<file path="src/rtl/spi_pkg.sv">
// Shared types and helpers for the SPI frame receiver.
package spi_pkg;

    typedef enum logic {
        SPI_IDLE,
        SPI_SHIFT
    } spi_state_t;

    localparam int unsigned SPI_TIMEOUT_DEFAULT = 10000;

    // Modes 0 and 3 sample on the rising SCLK edge, modes 1 and 2 on the falling edge.
    function automatic logic spi_sample_on_rising(input logic cpol, input logic cpha);
        return (cpol == cpha);
    endfunction

endpackage

</file>
<file path="src/rtl/sync_fifo.sv">
// Single-clock show-ahead FIFO: pop_data always presents the head word.
module sync_fifo #(
    parameter int unsigned WIDTH = 8,
    parameter int unsigned DEPTH = 4
) (
    input  logic                     clk,
    input  logic                     rst,
    input  logic                     push,
    input  logic [WIDTH-1:0]         push_data,
    input  logic                     pop,
    output logic [WIDTH-1:0]         pop_data,
    output logic                     full,
    output logic                     empty,
    output logic [$clog2(DEPTH):0]   count
);

    localparam int unsigned AW = $clog2(DEPTH);
    localparam int unsigned CW = AW + 1;

    logic [WIDTH-1:0] mem [DEPTH];
    logic [AW-1:0]    wr_ptr;
    logic [AW-1:0]    rd_ptr;
    logic [CW-1:0]    count_r;
    logic             do_push;
    logic             do_pop;

    // A push into a full FIFO only lands if the head is popped on the same edge.
    always_comb begin
        full     = (count_r == CW'(DEPTH));
        empty    = (count_r == '0);
        do_pop   = pop && !empty;
        do_push  = push && (!full || do_pop);
        count    = count_r;
        pop_data = empty ? '0 : mem[rd_ptr];
    end

    // Storage array; contents need no reset because empty masks the head.
    always_ff @(posedge clk) begin
        if (do_push) begin
            mem[wr_ptr] <= push_data;
        end
    end

    // Pointer and occupancy bookkeeping; pointers wrap naturally at DEPTH.
    always_ff @(posedge clk or posedge rst) begin
        if (rst) begin
            wr_ptr  <= '0;
            rd_ptr  <= '0;
            count_r <= '0;
        end else begin
            if (do_push) begin
                wr_ptr <= wr_ptr + AW'(1);
            end
            if (do_pop) begin
                rd_ptr <= rd_ptr + AW'(1);
            end
            case ({do_push, do_pop})
                2'b10:   count_r <= count_r + CW'(1);
                2'b01:   count_r <= count_r - CW'(1);
                default: count_r <= count_r;
            endcase
        end
    end

endmodule

</file>
<file path="src/rtl/spi_frame_rx.sv">
// Receive-only SPI peripheral: synchronises SCLK/COPI/CS, assembles frames
// of FRAME_BITS in any SPI mode and queues them in a show-ahead FIFO.
module spi_frame_rx
    import spi_pkg::*;
#(
    parameter int unsigned FRAME_BITS     = 8,
    parameter bit          CPOL           = 1'b0,
    parameter bit          CPHA           = 1'b0,
    parameter bit          MSB_FIRST      = 1'b1,
    parameter int unsigned FIFO_DEPTH     = 4,
    parameter int unsigned TIMEOUT_CYCLES = SPI_TIMEOUT_DEFAULT
) (
    input  logic                          clk,
    input  logic                          rst,
    input  logic                          SCLK,
    input  logic                          COPI,
    input  logic                          spi_cs_n,
    input  logic                          rx_enable,
    output logic [FRAME_BITS-1:0]         rx_data,
    output logic                          rx_valid,
    input  logic                          rx_ready,
    output logic [$clog2(FIFO_DEPTH):0]   fifo_count,
    output logic                          busy,
    output logic                          overflow,
    output logic                          timeout,
    output logic                          abort,
    input  logic                          clear_status
);

    localparam int unsigned BCW  = $clog2(FRAME_BITS);
    localparam int unsigned TCW  = (TIMEOUT_CYCLES > 0) ? $clog2(TIMEOUT_CYCLES + 1) : 1;
    localparam logic [BCW-1:0] LAST_BIT = BCW'(FRAME_BITS - 1);
    localparam logic [TCW-1:0] TMO_LIMIT = TCW'(TIMEOUT_CYCLES);
    localparam bit TMO_ON      = (TIMEOUT_CYCLES != 0);
    localparam bit SAMPLE_RISE = spi_sample_on_rising(CPOL, CPHA);

    logic sclk_meta, sclk_s, sclk_d;
    logic copi_meta, copi_s;
    logic cs_meta, cs_sync;

    spi_state_t            state;
    logic [BCW-1:0]        bit_cnt;
    logic [TCW-1:0]        tmo_cnt;
    logic [FRAME_BITS-1:0] shreg;

    logic                  sample_edge;
    logic                  stop;
    logic [FRAME_BITS-1:0] next_word;
    logic                  frame_done;
    logic                  abort_set;
    logic                  timeout_set;
    logic                  overflow_set;

    logic                  fifo_full;
    logic                  fifo_empty;

    // Two-flop synchronisers plus a third SCLK stage for edge detection.
    always_ff @(posedge clk or posedge rst) begin
        if (rst) begin
            sclk_meta <= CPOL;
            sclk_s    <= CPOL;
            sclk_d    <= CPOL;
            copi_meta <= 1'b0;
            copi_s    <= 1'b0;
            cs_meta   <= 1'b1;
            cs_sync   <= 1'b1;
        end else begin
            sclk_meta <= SCLK;
            sclk_s    <= sclk_meta;
            sclk_d    <= sclk_s;
            copi_meta <= COPI;
            copi_s    <= copi_meta;
            cs_meta   <= spi_cs_n;
            cs_sync   <= cs_meta;
        end
    end

    // Edge/event decode; CS loss or disable takes priority over a coincident sample edge.
    always_comb begin
        sample_edge  = SAMPLE_RISE ? (sclk_s && !sclk_d) : (!sclk_s && sclk_d);
        stop         = cs_sync || !rx_enable;
        next_word    = MSB_FIRST ? {shreg[FRAME_BITS-2:0], copi_s}
                                 : {copi_s, shreg[FRAME_BITS-1:1]};
        frame_done   = (state == SPI_SHIFT) && !stop && sample_edge && (bit_cnt == LAST_BIT);
        abort_set    = (state == SPI_SHIFT) && stop && (bit_cnt != '0);
        timeout_set  = TMO_ON && (state == SPI_SHIFT) && !stop && !sample_edge &&
                       (bit_cnt != '0) && (tmo_cnt == TMO_LIMIT);
        overflow_set = frame_done && fifo_full && !rx_ready;
    end

    // Frame assembly FSM with bit counter and stall timer.
    always_ff @(posedge clk or posedge rst) begin
        if (rst) begin
            state   <= SPI_IDLE;
            bit_cnt <= '0;
            tmo_cnt <= '0;
            shreg   <= '0;
            busy    <= 1'b0;
        end else begin
            case (state)
                SPI_IDLE: begin
                    busy <= 1'b0;
                    if (!cs_sync && rx_enable) begin
                        state   <= SPI_SHIFT;
                        busy    <= 1'b1;
                        bit_cnt <= '0;
                        tmo_cnt <= '0;
                    end
                end
                SPI_SHIFT: begin
                    if (stop) begin
                        state   <= SPI_IDLE;
                        busy    <= 1'b0;
                        bit_cnt <= '0;
                        tmo_cnt <= '0;
                    end else if (sample_edge) begin
                        shreg   <= next_word;
                        tmo_cnt <= '0;
                        bit_cnt <= (bit_cnt == LAST_BIT) ? '0 : bit_cnt + BCW'(1);
                    end else if (timeout_set) begin
                        bit_cnt <= '0;
                        tmo_cnt <= '0;
                    end else if (TMO_ON && (bit_cnt != '0)) begin
                        tmo_cnt <= tmo_cnt + TCW'(1);
                    end else begin
                        tmo_cnt <= '0;
                    end
                end
                default: begin
                    state <= SPI_IDLE;
                    busy  <= 1'b0;
                end
            endcase
        end
    end

    // Sticky status flags; a set event in the same cycle beats clear_status.
    always_ff @(posedge clk or posedge rst) begin
        if (rst) begin
            overflow <= 1'b0;
            timeout  <= 1'b0;
            abort    <= 1'b0;
        end else begin
            overflow <= overflow_set || (overflow && !clear_status);
            timeout  <= timeout_set  || (timeout  && !clear_status);
            abort    <= abort_set    || (abort    && !clear_status);
        end
    end

    sync_fifo #(
        .WIDTH (FRAME_BITS),
        .DEPTH (FIFO_DEPTH)
    ) u_fifo (
        .clk       (clk),
        .rst       (rst),
        .push      (frame_done),
        .push_data (next_word),
        .pop       (rx_ready),
        .pop_data  (rx_data),
        .full      (fifo_full),
        .empty     (fifo_empty),
        .count     (fifo_count)
    );

    assign rx_valid = !fifo_empty;

endmodule

</file>
<file path="config.mk">
export PLATFORM = sky130hd
export DESIGN_NAME = spi_frame_rx
export DESIGN_NICKNAME = d
export VERILOG_FILES = /design/src/rtl/spi_pkg.sv /design/src/rtl/sync_fifo.sv /design/src/rtl/spi_frame_rx.sv
export SDC_FILE = /design/constraint.sdc
export NUM_CORES = 1
export LEC_CHECK = 0
export CAP_MARGIN = 20
export CORE_MARGIN = 2
export CORE_UTILIZATION = 65
export CTS_BUF_LIST = sky130_fd_sc_hd__clkbuf_4 sky130_fd_sc_hd__clkbuf_8
export DETAILED_ROUTE_END_ITERATION = 10
export PLACE_DENSITY = 0.87
export SLEW_MARGIN = 20
export SYNTH_ARGS = -nofsm -noshare
export SYNTH_HDL_FRONTEND = slang
export SYNTH_HIERARCHICAL = 1
export SYNTH_SLANG_ARGS = --single-unit
</file>
<file path="constraint.sdc">
create_clock -name clk -period 5.23 [get_ports clk]
set_input_delay 1.046 -clock clk [delete_from_list [all_inputs] [get_ports clk]]
set_output_delay 1.046 -clock clk [all_outputs]
set_load 0.02 [all_outputs]
</file>
==> flow_metrics.env <==
export IMPL_status="finished clean"
export IMPL_path_max_fanout=10
export IMPL_clk_pin_slew_ns=0.08
export IMPL_cts_hold_buf=0
export IMPL_ys_seq_elements=75
export IMPL_vdd_drop_max_uv=221
export IMPL_r2r_start="cs_sync$_DFF_PP1_"
export IMPL_hp_class="flop to flop"
export IMPL_dieWidth_um=76.8
export IMPL_finalCriticalPeriod_ns=3.36
export IMPL_drt_wl_total_mm=5.45
export IMPL_leakage_nw=1.51
export IMPL_synth_cell_types=53
export IMPL_start_util_pct=67.4
export IMPL_grt_usage_pct=20.7
export IMPL_fin_skew_ns=0.0123
export IMPL_finalWeightedCongestion=0.783
export IMPL_finalCritPeriodShare_pct=64.3
export IMPL_cts_buffer_depth=2
export IMPL_cp_start_kind="flop"
export IMPL_wl_met3_um=147
export IMPL_synthCells=255
export IMPL_synth_edf_count=32
export IMPL_wl_met2_mm=2.77
export IMPL_syn_area_per_cell_sq_um=13.5
export IMPL_synth_top_cell_by_area="dfrtp_1"
export IMPL_grt_overflow_total=0
export IMPL_syn_cell_area_sq_um=3440
export IMPL_drc_errors=0
export IMPL_core_rowCount=26
export IMPL_antenna_found_initial=0
export IMPL_synthTopCellsByArea="dfrtp_1 (30%), edfxtp_1 (28%), mux4_2 (5.2%)"
export IMPL_grt_max_degree=37
export IMPL_ys_seq_area_share_pct=59.3
export IMPL_yosys_top_cells_count="dfrtp_1 (41), edfxtp_1 (32), inv_1 (25)"
export IMPL_core_sq_um=5110
export IMPL_ctsRootBufferMaster="clkbuf_8"
export IMPL_ys_warn_count=6
export IMPL_min_from="sclk_meta$_DFF_PP0_"
export IMPL_synth_top_family_by_area="simple AND/OR/NAND/NOR gates"
export IMPL_r2r_end="u_fifo/count[2]$_DFFE_PP0P_"
export IMPL_cts_htree_levels=3
export IMPL_final_layout_size_suffix_gt1_share_pct=17.4
export IMPL_dr_total_vias=2006
export IMPL_synth_fa_ha_area_share_pct=4.22
export IMPL_ant_nets=0
export IMPL_die_height_um=76.8
export IMPL_wl_met1_mm=2.49
export IMPL_clk_latency_ns=0.34
export IMPL_synth_simple_area_share_pct=13.2
export IMPL_hpwl_mm=3.68
export IMPL_reg2reg_slack_ns=2.77
export IMPL_slew_viol_final=0
export IMPL_synth_compound_area_share_pct=6.80
export IMPL_min_to="sclk_s$_DFF_PP0_"
export IMPL_maxCapViolations=0
export IMPL_fin_nets=295
export IMPL_cts_tree="built"
export IMPL_portBuffers=23
export IMPL_drt_iter0_markers=146
export IMPL_yosysMostFrequentCell="dfrtp_1"
export IMPL_cts_buffers=9
export IMPL_end_kind="primary output"
export IMPL_synth_nets=274
export IMPL_rsz0062_at_grt="false"
export IMPL_fin_util_pct=75.0
export IMPL_synth_top_cell_area_share_pct=29.8
export IMPL_area_growth_pct=11.3
export IMPL_hold_path_depth=0
export IMPL_cts_resized_gates=0
export IMPL_reg2reg_depth=11
export IMPL_post_cts_buffers=0
export IMPL_relSlewSlack_pct=49.7
export IMPL_top_layer_used="met4"
export IMPL_p_per_area_nw_per_um2=392
export IMPL_synth_mux_area_share_pct=8.55
export IMPL_worstPathRequired_ns=4.18
export IMPL_crit_type="flop to primary output"
export IMPL_wl_per_cell_um=15.5
export IMPL_setup_violations=0
export IMPL_die_area_sq_um=5890
export IMPL_fmax_ghz=0.298
export IMPL_hold_viol_final=0
export IMPL_viasPerCell=5.72
export IMPL_antenna_cells=0
export IMPL_synth_xor_area_share_pct=1.78
export IMPL_async_flop_share_pct=57.3
export IMPL_finalSetupTns_ns=0
export IMPL_dr_pass1_iters=4
export IMPL_grt_pass1_wl_mm=9.56
export IMPL_num_io_pins=24
export IMPL_tightestPinTransition_ns=0.751
export IMPL_cp_arrival_ns=2.32
export IMPL_cts_sinks=75
export IMPL_grt_pass1_vias=2010
export IMPL_yosys_most_used_dff="dfrtp_1"
==> registers in the layout, summed over array words and instances (netlist names), 2 cells and up <==
| name | flops |
|---|---|
| bit_cnt | 3 |
| u_fifo/wr_ptr | 2 |
| u_fifo/rd_ptr | 2 |
| u_fifo/mem | 32 |
| shreg | 7 |
| tmo_cnt | 14 |
| u_fifo/count | 3 |
==> layout make-up <==
| class | instances | area [sq um] |
|---|---|---|
| Clock buffer | 10 | 138 |
| Clock inverter | 6 | 47.5 |
| Fill cell | 347 | 1280 |
| Inverter | 25 | 93.8 |
| Multi-Input combinational cell | 141 | 1190 |
| Sequential cell | 75 | 2040 |
| Tap cell | 70 | 87.6 |
| Timing Repair Buffer | 24 | 238 |
==> critical path: stages (launching register included) <==
cell             delay (ns)
dfrtp_1                0.71
mux4_2                 0.57
and2_1                 0.17
clkdlybuf4s50_1        0.53
==> cells in the final DEF, fill, tap and decap left out, drive strengths merged, types with 2 or more instances in the layout <==
cell            n
a22oi           2
a31oi          12
and2           14
and4            5
and4b           2
clkbuf         10
clkdlybuf4s50  23
clkinvlp        4
dfrtp          41
dfstp           2
edfxtp         32
ha             10
inv            27
mux2            8
mux2i           2
mux4            8
nand2          11
nand2b          4
nand3          12
nand4           8
nor2            4
nor2b           2
o2111ai         3
o211ai          2
o21ai           6
o22ai           5
or2             2
xnor2           3
xor2            4
==> per-layer routing <==
layer / vias up / GRT usage [%]
li1: 965 / -
met1: 998 / 28.5
met2: 39 / 33.6
met3: 4 / 4.59
met4: 0 / 6.00
met5: - / 0
==> how the worst max path moves through the flow <==
stage | start | endpoint | slack (ns)
after floorplan | rx_enable | u_fifo/count[2]$_DFFE_PP0P_ | 2.23
after global routing | rx_enable | u_fifo/count[2]$_DFFE_PP0P_ | 1.69
after CTS | u_fifo/rd_ptr[0]$_DFFE_PP0P_ | rx_data[6] | 1.82
after detailed placement | rx_enable | u_fifo/count[2]$_DFFE_PP0P_ | 1.62
final | u_fifo/rd_ptr[0]$_DFFE_PP0P_ | rx_data[7] | 1.87
after global placement | rx_enable | u_fifo/count[2]$_DFFE_PP0P_ | 1.70
==> power by group <==
group | switching [mW] | total [mW] | internal, mW | leakage (nW)
sequential | 0.0608 | 0.708 | 0.647 | 0.850
clock | 0.219 | 0.407 | 0.188 | 0.0815
combinational | 0.172 | 0.387 | 0.214 | 0.574
total | 0.451 | 1.50 | 1.05 | 1.51
==> stage by stage <==
stage               std cells  hold WS (ns)  setup slack (ns)  area, sq um  power (mW)
detailed placement        335         0.338              1.62         3650        1.11
global route              351         0.361              1.69         3830        1.58
global placement          335         0.332              1.70         3650        1.10
CTS                       351         0.355              1.82         3830        1.51
floorplan                 255         0.331              2.23         3440       0.962
finish                    351         0.355              1.87         3830        1.50
==> cell families after synthesis <==
| family | after synthesis |
|---|---|
| flip-flops | 75 |
| AND/OR/NAND/NOR | 71 |
| buffers and inverters | 39 |
| AO/OA/AOI/OAI | 34 |
| multiplexers | 18 |
| adder cells (fa/ha/maj) | 11 |
| XOR/XNOR | 7 |
(Power assumes the default switching activity.)
